## config.mk

```make
export PLATFORM = sky130hd
export DESIGN_NAME = alu_exec_unit
export DESIGN_NICKNAME = d
export VERILOG_FILES = /design/src/rtl/alu_exec_unit.sv
export SDC_FILE = /design/constraint.sdc
export NUM_CORES = 1
export LEC_CHECK = 0
export CORE_MARGIN = 2
export CORE_UTILIZATION = 30
export CTS_CLUSTER_DIAMETER = 30
export CTS_CLUSTER_SIZE = 8
export DETAILED_ROUTE_END_ITERATION = 10
export DONT_BUFFER_PORTS = 1
export GPL_TIMING_DRIVEN = 0
export PLACE_DENSITY = 0.41
export RECOVER_POWER = 25
export SYNTH_ARGS = -nofsm -noshare
export SYNTH_HDL_FRONTEND = slang
export SYNTH_SLANG_ARGS = --single-unit
```

## constraint.sdc

```tcl
create_clock -name clk -period 7.7 [get_ports clk]
set_input_delay 1.54 -clock clk [delete_from_list [all_inputs] [get_ports clk]]
set_output_delay 1.54 -clock clk [all_outputs]
set_load 0.1 [all_outputs]
```

## src/rtl/alu_exec_unit.sv

```systemverilog
// rtl/alu_exec_unit.sv - MIPS execute stage: ALU control, ALU, PC adders, latched N/Z/V flags
module alu_exec_unit #(
    parameter int WIDTH = 32
) (
    input  logic             clk,
    input  logic             rst_n,
    input  logic [1:0]       aluop,
    input  logic [5:0]       funct,
    input  logic [WIDTH-1:0] a,
    input  logic [WIDTH-1:0] b,
    input  logic [WIDTH-1:0] pc,
    input  logic [WIDTH-1:0] sext_imm,
    input  logic             status_we,
    output logic [2:0]       alu_ctl,
    output logic [WIDTH-1:0] result,
    output logic             zero,
    output logic [WIDTH-1:0] pc_plus4,
    output logic [WIDTH-1:0] branch_target,
    output logic             flag_n,
    output logic             flag_z,
    output logic             flag_v
);

    localparam logic [2:0] OP_AND = 3'b000;
    localparam logic [2:0] OP_OR  = 3'b001;
    localparam logic [2:0] OP_ADD = 3'b010;
    localparam logic [2:0] OP_SUB = 3'b110;
    localparam logic [2:0] OP_NOR = 3'b100;
    localparam logic [2:0] OP_SLT = 3'b111;

    logic [WIDTH-1:0] sum;
    logic [WIDTH-1:0] diff;
    logic             ovf_add;
    logic             ovf_sub;
    logic             slt_bit;
    logic             ovf;
    logic             flag_n_q, flag_n_d;
    logic             flag_z_q, flag_z_d;
    logic             flag_v_q, flag_v_d;
    logic             unused_funct_hi;
    logic             unused_imm_hi;

    // funct[5:4] never affects decode; only funct[3:0] selects the R-type op
    assign unused_funct_hi = ^funct[5:4];
    assign unused_imm_hi   = ^sext_imm[WIDTH-1:WIDTH-2];

    always_comb begin
        alu_ctl = OP_ADD;
        case (aluop)
            2'b00: alu_ctl = OP_ADD;
            2'b01: alu_ctl = OP_SUB;
            2'b11: alu_ctl = OP_ADD;
            default: begin
                case (funct[3:0])
                    4'b0000: alu_ctl = OP_ADD;
                    4'b0010: alu_ctl = OP_SUB;
                    4'b0100: alu_ctl = OP_AND;
                    4'b0101: alu_ctl = OP_OR;
                    4'b0111: alu_ctl = OP_NOR;
                    4'b1010: alu_ctl = OP_SLT;
                    default: alu_ctl = OP_ADD;
                endcase
            end
        endcase
    end

    assign sum  = a + b;
    assign diff = a - b;

    assign ovf_add = (a[WIDTH-1] == b[WIDTH-1]) && (sum[WIDTH-1] != a[WIDTH-1]);
    assign ovf_sub = (a[WIDTH-1] != b[WIDTH-1]) && (diff[WIDTH-1] != a[WIDTH-1]);

    // Sign of the difference is wrong exactly when the subtraction overflows
    assign slt_bit = diff[WIDTH-1] ^ ovf_sub;

    always_comb begin
        result = '0;
        ovf    = 1'b0;
        case (alu_ctl)
            OP_AND: result = a & b;
            OP_OR:  result = a | b;
            OP_ADD: begin
                result = sum;
                ovf    = ovf_add;
            end
            OP_SUB: begin
                result = diff;
                ovf    = ovf_sub;
            end
            OP_NOR: result = ~(a | b);
            OP_SLT: result = {{(WIDTH-1){1'b0}}, slt_bit};
            default: result = '0;
        endcase
    end

    assign zero = (result == '0);

    assign pc_plus4      = pc + WIDTH'(4);
    assign branch_target = pc_plus4 + {sext_imm[WIDTH-3:0], 2'b00};

    always_comb begin
        flag_n_d = flag_n_q;
        flag_z_d = flag_z_q;
        flag_v_d = flag_v_q;
        if (status_we) begin
            flag_n_d = result[WIDTH-1];
            flag_z_d = zero;
            flag_v_d = ovf;
        end
    end

    always_ff @(posedge clk) begin
        if (!rst_n) begin
            flag_n_q <= 1'b0;
            flag_z_q <= 1'b0;
            flag_v_q <= 1'b0;
        end else begin
            flag_n_q <= flag_n_d;
            flag_z_q <= flag_z_d;
            flag_v_q <= flag_v_d;
        end
    end

    assign flag_n = flag_n_q;
    assign flag_z = flag_z_q;
    assign flag_v = flag_v_q;

endmodule

```

; After elaboration in Yosys (flattened, before gate mapping)
; Cells that the tools add are included.
; Widths: inputs -> output; s select.
[op_classes]
add_sub_neg = 4
eq_ne = 16
n_mux = 4
bitwise_logic = 4
reduce_logical = 6
[op_table]
columns = op, count
row1 = $pmux 32 s6, 1
row2 = $add 32x32->32, 2
row3 = $add 32x3->32 const B, 1
row4 = $and 32x32->32, 1
row5 = $logic_not 32->1, 1
row6 = $not 32->32, 1
row7 = $or 32x32->32, 1
row8 = $sub 32x32->32, 1
row9 = $pmux 3 s5, 1
row10 = $eq 4x3->1 const B, 3
row11 = $eq 3x3->1 const B, 3
row12 = $pmux 3 s2, 1
row13 = $eq 4x2->1 const B, 1
row14 = $eq 4x4->1 const B, 1
row15 = $eq 3x1->1 const B, 1
row16 = $eq 3x2->1 const B, 1
row17 = $logic_not 3->1, 1
row18 = $ne 1x1->1, 3
row19 = $eq 2x1->1 const B, 1
row20 = $eq 2x2->1 const B, 1
row21 = $logic_and 1x1->1, 2
row22 = $logic_not 2->1, 1
row23 = $pmux 1 s2, 1
row24 = $reduce_or 2->1, 1
row25 = 2 further kinds, 2
[word_totals]
ff_bits = 3
input_bits = 139
output_inout_bits = 103

; Longest topological paths before layout
[logic_depth]
depth_word = 6
depth_mapped = 21
ltp_nobuf = 20

; Worst setup path after synthesis
; No wires, ideal clock.
[synth_timing]
path_kind = input port to output port
start = in a[16]
end = out zero
arrival_time_ns = 8.038
required_time_ns = 6.160
slack_ns = -1.878
cell_stages = 21
path_buffers = 2
cell_sequence = inv_1 -> ha_1 -> buf_2 -> clkbuf_1 -> nor3_1 -> nand4b_1 -> a21o_1 -> nand3_1 -> nand4_1 -> o211ai_1 -> a21oi_1 -> nor2_1 -> nor2_1 -> fa_1 -> nand2_1 -> o21ai_0 -> nor4_2 -> or4b_1 -> nor3_1 -> nand4_1 -> nor3_1
[synth_via]
elab_chain_cells = 6
[synth_lines]
columns = element, line
row1 = "start, declared", 9  ; input logic [WIDTH-1:0] a,
row2 = $sub 32x32->32 (*), 68  ; assign diff = a - b;
row3 = $ne 1x1->1, 71  ; assign ovf_sub = (a[WIDTH-1] != b[WIDTH-1]) && (diff[WIDTH-1] != a[WIDTH-1]);
row4 = $logic_and 1x1->1, 71
row5 = $xor 1x1->1 (*), 74  ; assign slt_bit = diff[WIDTH-1] ^ ovf_sub;
row6 = $pmux 32 s6 (*), 79  ; case (alu_ctl)
row7 = via result[0], 15  ; output logic [WIDTH-1:0] result,
row8 = $logic_not 32->1 (*), 96  ; assign zero = (result == '0);
row9 = "end, declared", 16  ; output logic zero,
; Mark *: on every way through the listed nets, which the timed path passes. The rest lies on a longest branch.

; Worst setup path in the final report
[layout_timing]
start = in b[11]
end = out zero
[layout_via]
elab_chain_cells = 6
[layout_lines]
columns = element, line
row1 = "start, declared", 10  ; input logic [WIDTH-1:0] b,
row2 = $sub 32x32->32 (*), 68
row3 = $ne 1x1->1, 71
row4 = $logic_and 1x1->1, 71
row5 = $xor 1x1->1 (*), 74
row6 = $pmux 32 s6 (*), 79
row7 = via result[0], 15
row8 = $logic_not 32->1 (*), 96
; Marked as above.

==> key figures <==
Layout
  – FILL cells: 2794
  – Filler-free cell count of the finished design: 1517
  – Final Instance Area: 0.00994 mm²
  – Syn-to-layout area delta: 27.0%
  – Nets: 1457
  – Sequential Area: 60.1 µm²
  – Area of the multi-input gates: 0.00817 mm²
  – Share of layout cells above drive strength 1: 18.7%

Yosys
  – Post-Syn Area: 0.00783 mm²
  – Synth async-reset ratio: 0%
  – Post-Syn Area per Cell: 6.86 µm²
  – Yosys cell types: 95
  – Cells after synthesis: 1141
  – Post-synth EDFFs: 0
  – Seq/Total Area, Yosys: less than 1%
  – Post-synthesis register bit count: 3
  – Ys flop type: dfxtp_1
  – Ys Warns: 0
  – Syn_nets: between 1000 and 1500

Timing
  – Minimum clock period after layout: between 7 and 8 ns
  – WHS: 0.954 ns
  – Final worst slack: 0.142 ns
  – Max Slew Vio Count: 0
  – Setup TNS: 0 ns
  – Slew headroom: 14.3%
  – Final Cycle Share: 98.2%
  – Setup violations, final: 0
  – Unrepaired setup endpoints after global routing: yes
  – Final Hold Fails: 0
  – Clk_skew: 0 ns
  – Worst slew pin tran: 1.28 ns
  – Fmax achieved: 132 MHz

Detailed routing
  – Detail Route Antenna Nets: 0
  – Wire per inst: 22.0 µm
  – Detailed Routing Iterations Pass 1: 5
  – DRC: 0
  – Routed vias/inst: 5.85
  – Final WL: 33400 µm
  – DRT iter0 DRCs: 688
  – Via Count: 8874

Floorplanning
  – I/O pins: 242
  – Core Rows: 59
  – Die Y: 166 µm
  – Die area: approximately 0.027 mm²
  – Core Box Area: 0.0258 mm²
  – Initial Util: a little under a third
  – Die width: 166 µm

Worst setup path
  – Worst Path Required: 6.16 ns
  – WP buf/inv: 3
  – Largest stage delay on the critical path: 0.51 ns
  – Setup CP Type: input pin to primary output
  – Crit-path cells: inv_1, ha_1, buf_2, o31ai_1, a22oi_1, nand3_2, nand4_1, o211ai_1, a21oi_1, nor2_1, nor2_1, fa_2, nand2_2, o21ai_4, nor4_4, or4b_4, nor3_4, nand4_1, nor3_2, buf_8
  – Critical path's top delay family: simple AND/OR/NAND/NOR gates
  – CP Capture Type: primary output
  – R2r startpoint: flag_n
  – Worst path slowest cell: or4b_4
  – Crit-path max FO: 10
  – Cells on worst reg2reg path: 2
  – Reg-to-reg slack, setup: around 6.4 ns
  – Crit path launch: b[11]
  – Crit path DAT: 6.02 ns
  – Worst r2r dst: flag_n
  – Worst setup SP type: input pin

GRT
  – Global Route Usage Sum: 23.3%
  – Largest net degree at the start of global routing: 19
  – Global route overflow: 0
  – Initial antenna violation count: 0
  – Vias in the first global route: 8386
  – First-pass GRT wire length: 49600 µm

Clock network
  – Cts hold-fix bufs: 0
  – Clock Latency Late Sink: ~0.22 ns
  – Max H-tree Level: 1
  – Num CTS Buffers: 3
  – Clock transition at path regs: 0.03 ns
  – Clock Tree Buf Depth: 2
  – CTS tree: yes
  – CTS Sinks: 3
  – Root Buffer: clkbuf_16

Place
  – Placed Cells: 1503
  – Routability cong.: between 0.9 and 1
  – Final HPWL DP: about 28000 µm
  – Post-DP Area: a little over 0.009 mm²
  – # port buffers: 0
  – Pre-CTS WS: -0.653 ns

Hold path
  – Hold Path Depth: 2
  – Worst Hold End: flag_v
  – Worst hold start: flag_v
  – Hold Crit Class: flip-flop to flip-flop

Power
  – Leak pwr: 0.00426 µW
  – Switch share: 70.7%
  – Sw power: ~1100 µW
  – VDD IR-drop max: between 0.15 and 0.2 mV
  – Sequential Power Share: roughly 1.5%
  – Clock power frac: 5.3%
  – Pwr Density: 156 mW/mm²
  – Cell-internal power: 454 µW
  – Logic pwr share: 93.2%

Run
  – Max Cap Viol: 0

Status
  – Outcome: completed
==> what timing repair did <==
| item | CTS | global route |
|---|---|---|
| resized for setup | 32 | 52 |
| setup endpoints to repair | 9 | 8 |
| hold endpoints to repair | 0 | 0 |
| pin swaps | 8 | 23 |
| buffers inserted | 1 | 11 |
| cloned | 0 | 0 |
==> power groups by stage <==
stage               Combinational, µW  Sequential (µW)  Clock, µW
floorplan                        1100             24.0          0
global placement                 1280             24.2          0
detailed placement               1390             24.2          0
CTS                              1410             24.0       83.8
global route                     1520             24.2       84.6
finish                           1440             24.0       81.9
==> placed cells by master (no fill, tap or decap), types with 7 or more instances in the layout <==
cell type and count:
a211o_1 7, a211oi_1 11, a21o_1 24, a21oi_1 80
a221o_1 14, a221oi_1 25, a31oi_1 10, and2_1 8
and3_1 17, buf_1 12, buf_16 13, buf_2 10
buf_4 19, clkbuf_1 26, ha_1 120, ha_2 7
inv_1 112, nand2_1 80, nand2b_1 13, nand3_1 30
nand4_1 18, nor2_1 103, nor2_2 7, nor2b_1 10
nor3_1 21, nor4_1 8, o211ai_1 10, o21a_1 16
o21ai_0 44, o21ai_2 11, o21bai_1 15, o31a_1 7
o31ai_1 16, or3_1 10, xnor2_1 9, xnor2_2 21
xnor2_4 17, xor2_4 9
==> kinds of logic after synthesis <==
logic type               Yosys count  share of synthesized area, %
buffers and inverters            166                          8.55
AO/OA/AOI/OAI                    392                          37.1
adder cells (fa/ha/maj)          136                          22.1
multiplexers                       7                         0.911
XOR/XNOR                          62                          6.94
flip-flops                         3                         0.767
AND/OR/NAND/NOR                  375                          23.7
==> layer usage <==
metal	wire length [µm]	GRT usage, %	up-vias
met1	14800	32.3	4221
met2	15500	38.1	347
met4	266	2.74	0
met5	0	0	-
li1	-	-	4288
met3	2850	4.77	18
==> flip-flops by register name, summed over array words and instances (netlist names) <==
| name | flops |
|---|---|
| flag_z | 1 |
| flag_v | 1 |
| flag_n | 1 |
==> worst max-delay path by stage <==
stage                        endpoint  slack (ns)  depth (start not counted)
floorplan                        zero       -0.81                         14
global placement                 zero       -2.20                         11
detailed placement  branch_target[31]       -0.65                         14
CTS                 branch_target[31]       -0.16                         17
global route        branch_target[31]       -0.05                         15
finish                           zero        0.14                         20
==> through the flow <==
stage / total power [µW] / utilization (%)
after floorplan: 1120 / -
after global placement: 1300 / 33.6
after detailed placement: 1420 / 36.2
after CTS: 1520 / 37.4
after global routing: 1630 / 38.5
final: 1550 / 38.5
==> synthesized netlist by cell type (5+ instances only) <==
library cell	count	area share [%]
ha_1	132	21
inv_1	116	5.6
nor2_1	113	5.4
a21oi_1	83	5.3
nand2_1	83	4.0
o21ai_0	52	3.3
xnor2_1	47	5.3
nand3_1	33	2.1
nor3_1	27	1.7
clkbuf_1	26	1.2
a221oi_1	25	2.8
a21o_1	24	2.3
nand4_1	18	1.4
o31ai_1	18	1.7
and3_1	17	1.4
o21a_1	16	1.5
a221o_1	15	1.9
o21bai_1	15	1.4
xor2_1	15	1.7
buf_2	13	0.83
nand2b_1	13	1.0
a211oi_1	12	1.2
a31oi_1	10	0.80
nor2b_1	10	0.80
nor4_1	10	0.80
o211ai_1	10	0.96
or3_1	10	0.80
and2_1	8	0.64
buf_4	8	0.77
a211o_1	7	0.78
o22ai_1	7	0.56
o31a_1	7	0.78
mux2i_1	6	0.77
o2111ai_1	6	0.67
o21ai_1	6	0.38
or2_2	6	0.48
a21boi_0	5	0.48
o221a_2	5	0.72
o221ai_1	5	0.56
o311ai_0	5	0.56
or4_1	5	0.48
==> worst register-to-register path: stages (launching register included) <==
cell	delay, ns
dfxtp_1	0.95
mux2i_1	0.16
nor2b_1	0.16
==> final cells by class <==
| type | count | share of cell area, % |
|---|---|---|
| inverter | 118 | 4.62 |
| sequential | 3 | 0.604 |
| tap | 335 | 4.22 |
| multi-input combinational | 972 | 82.2 |
| antenna | 1 | 0.0252 |
| buffer | 45 | 2.16 |
| clock buffer | 4 | 0.793 |
| timing repair buffer | 39 | 5.37 |
No activity file was read; power rests on OpenSTA's default activity.
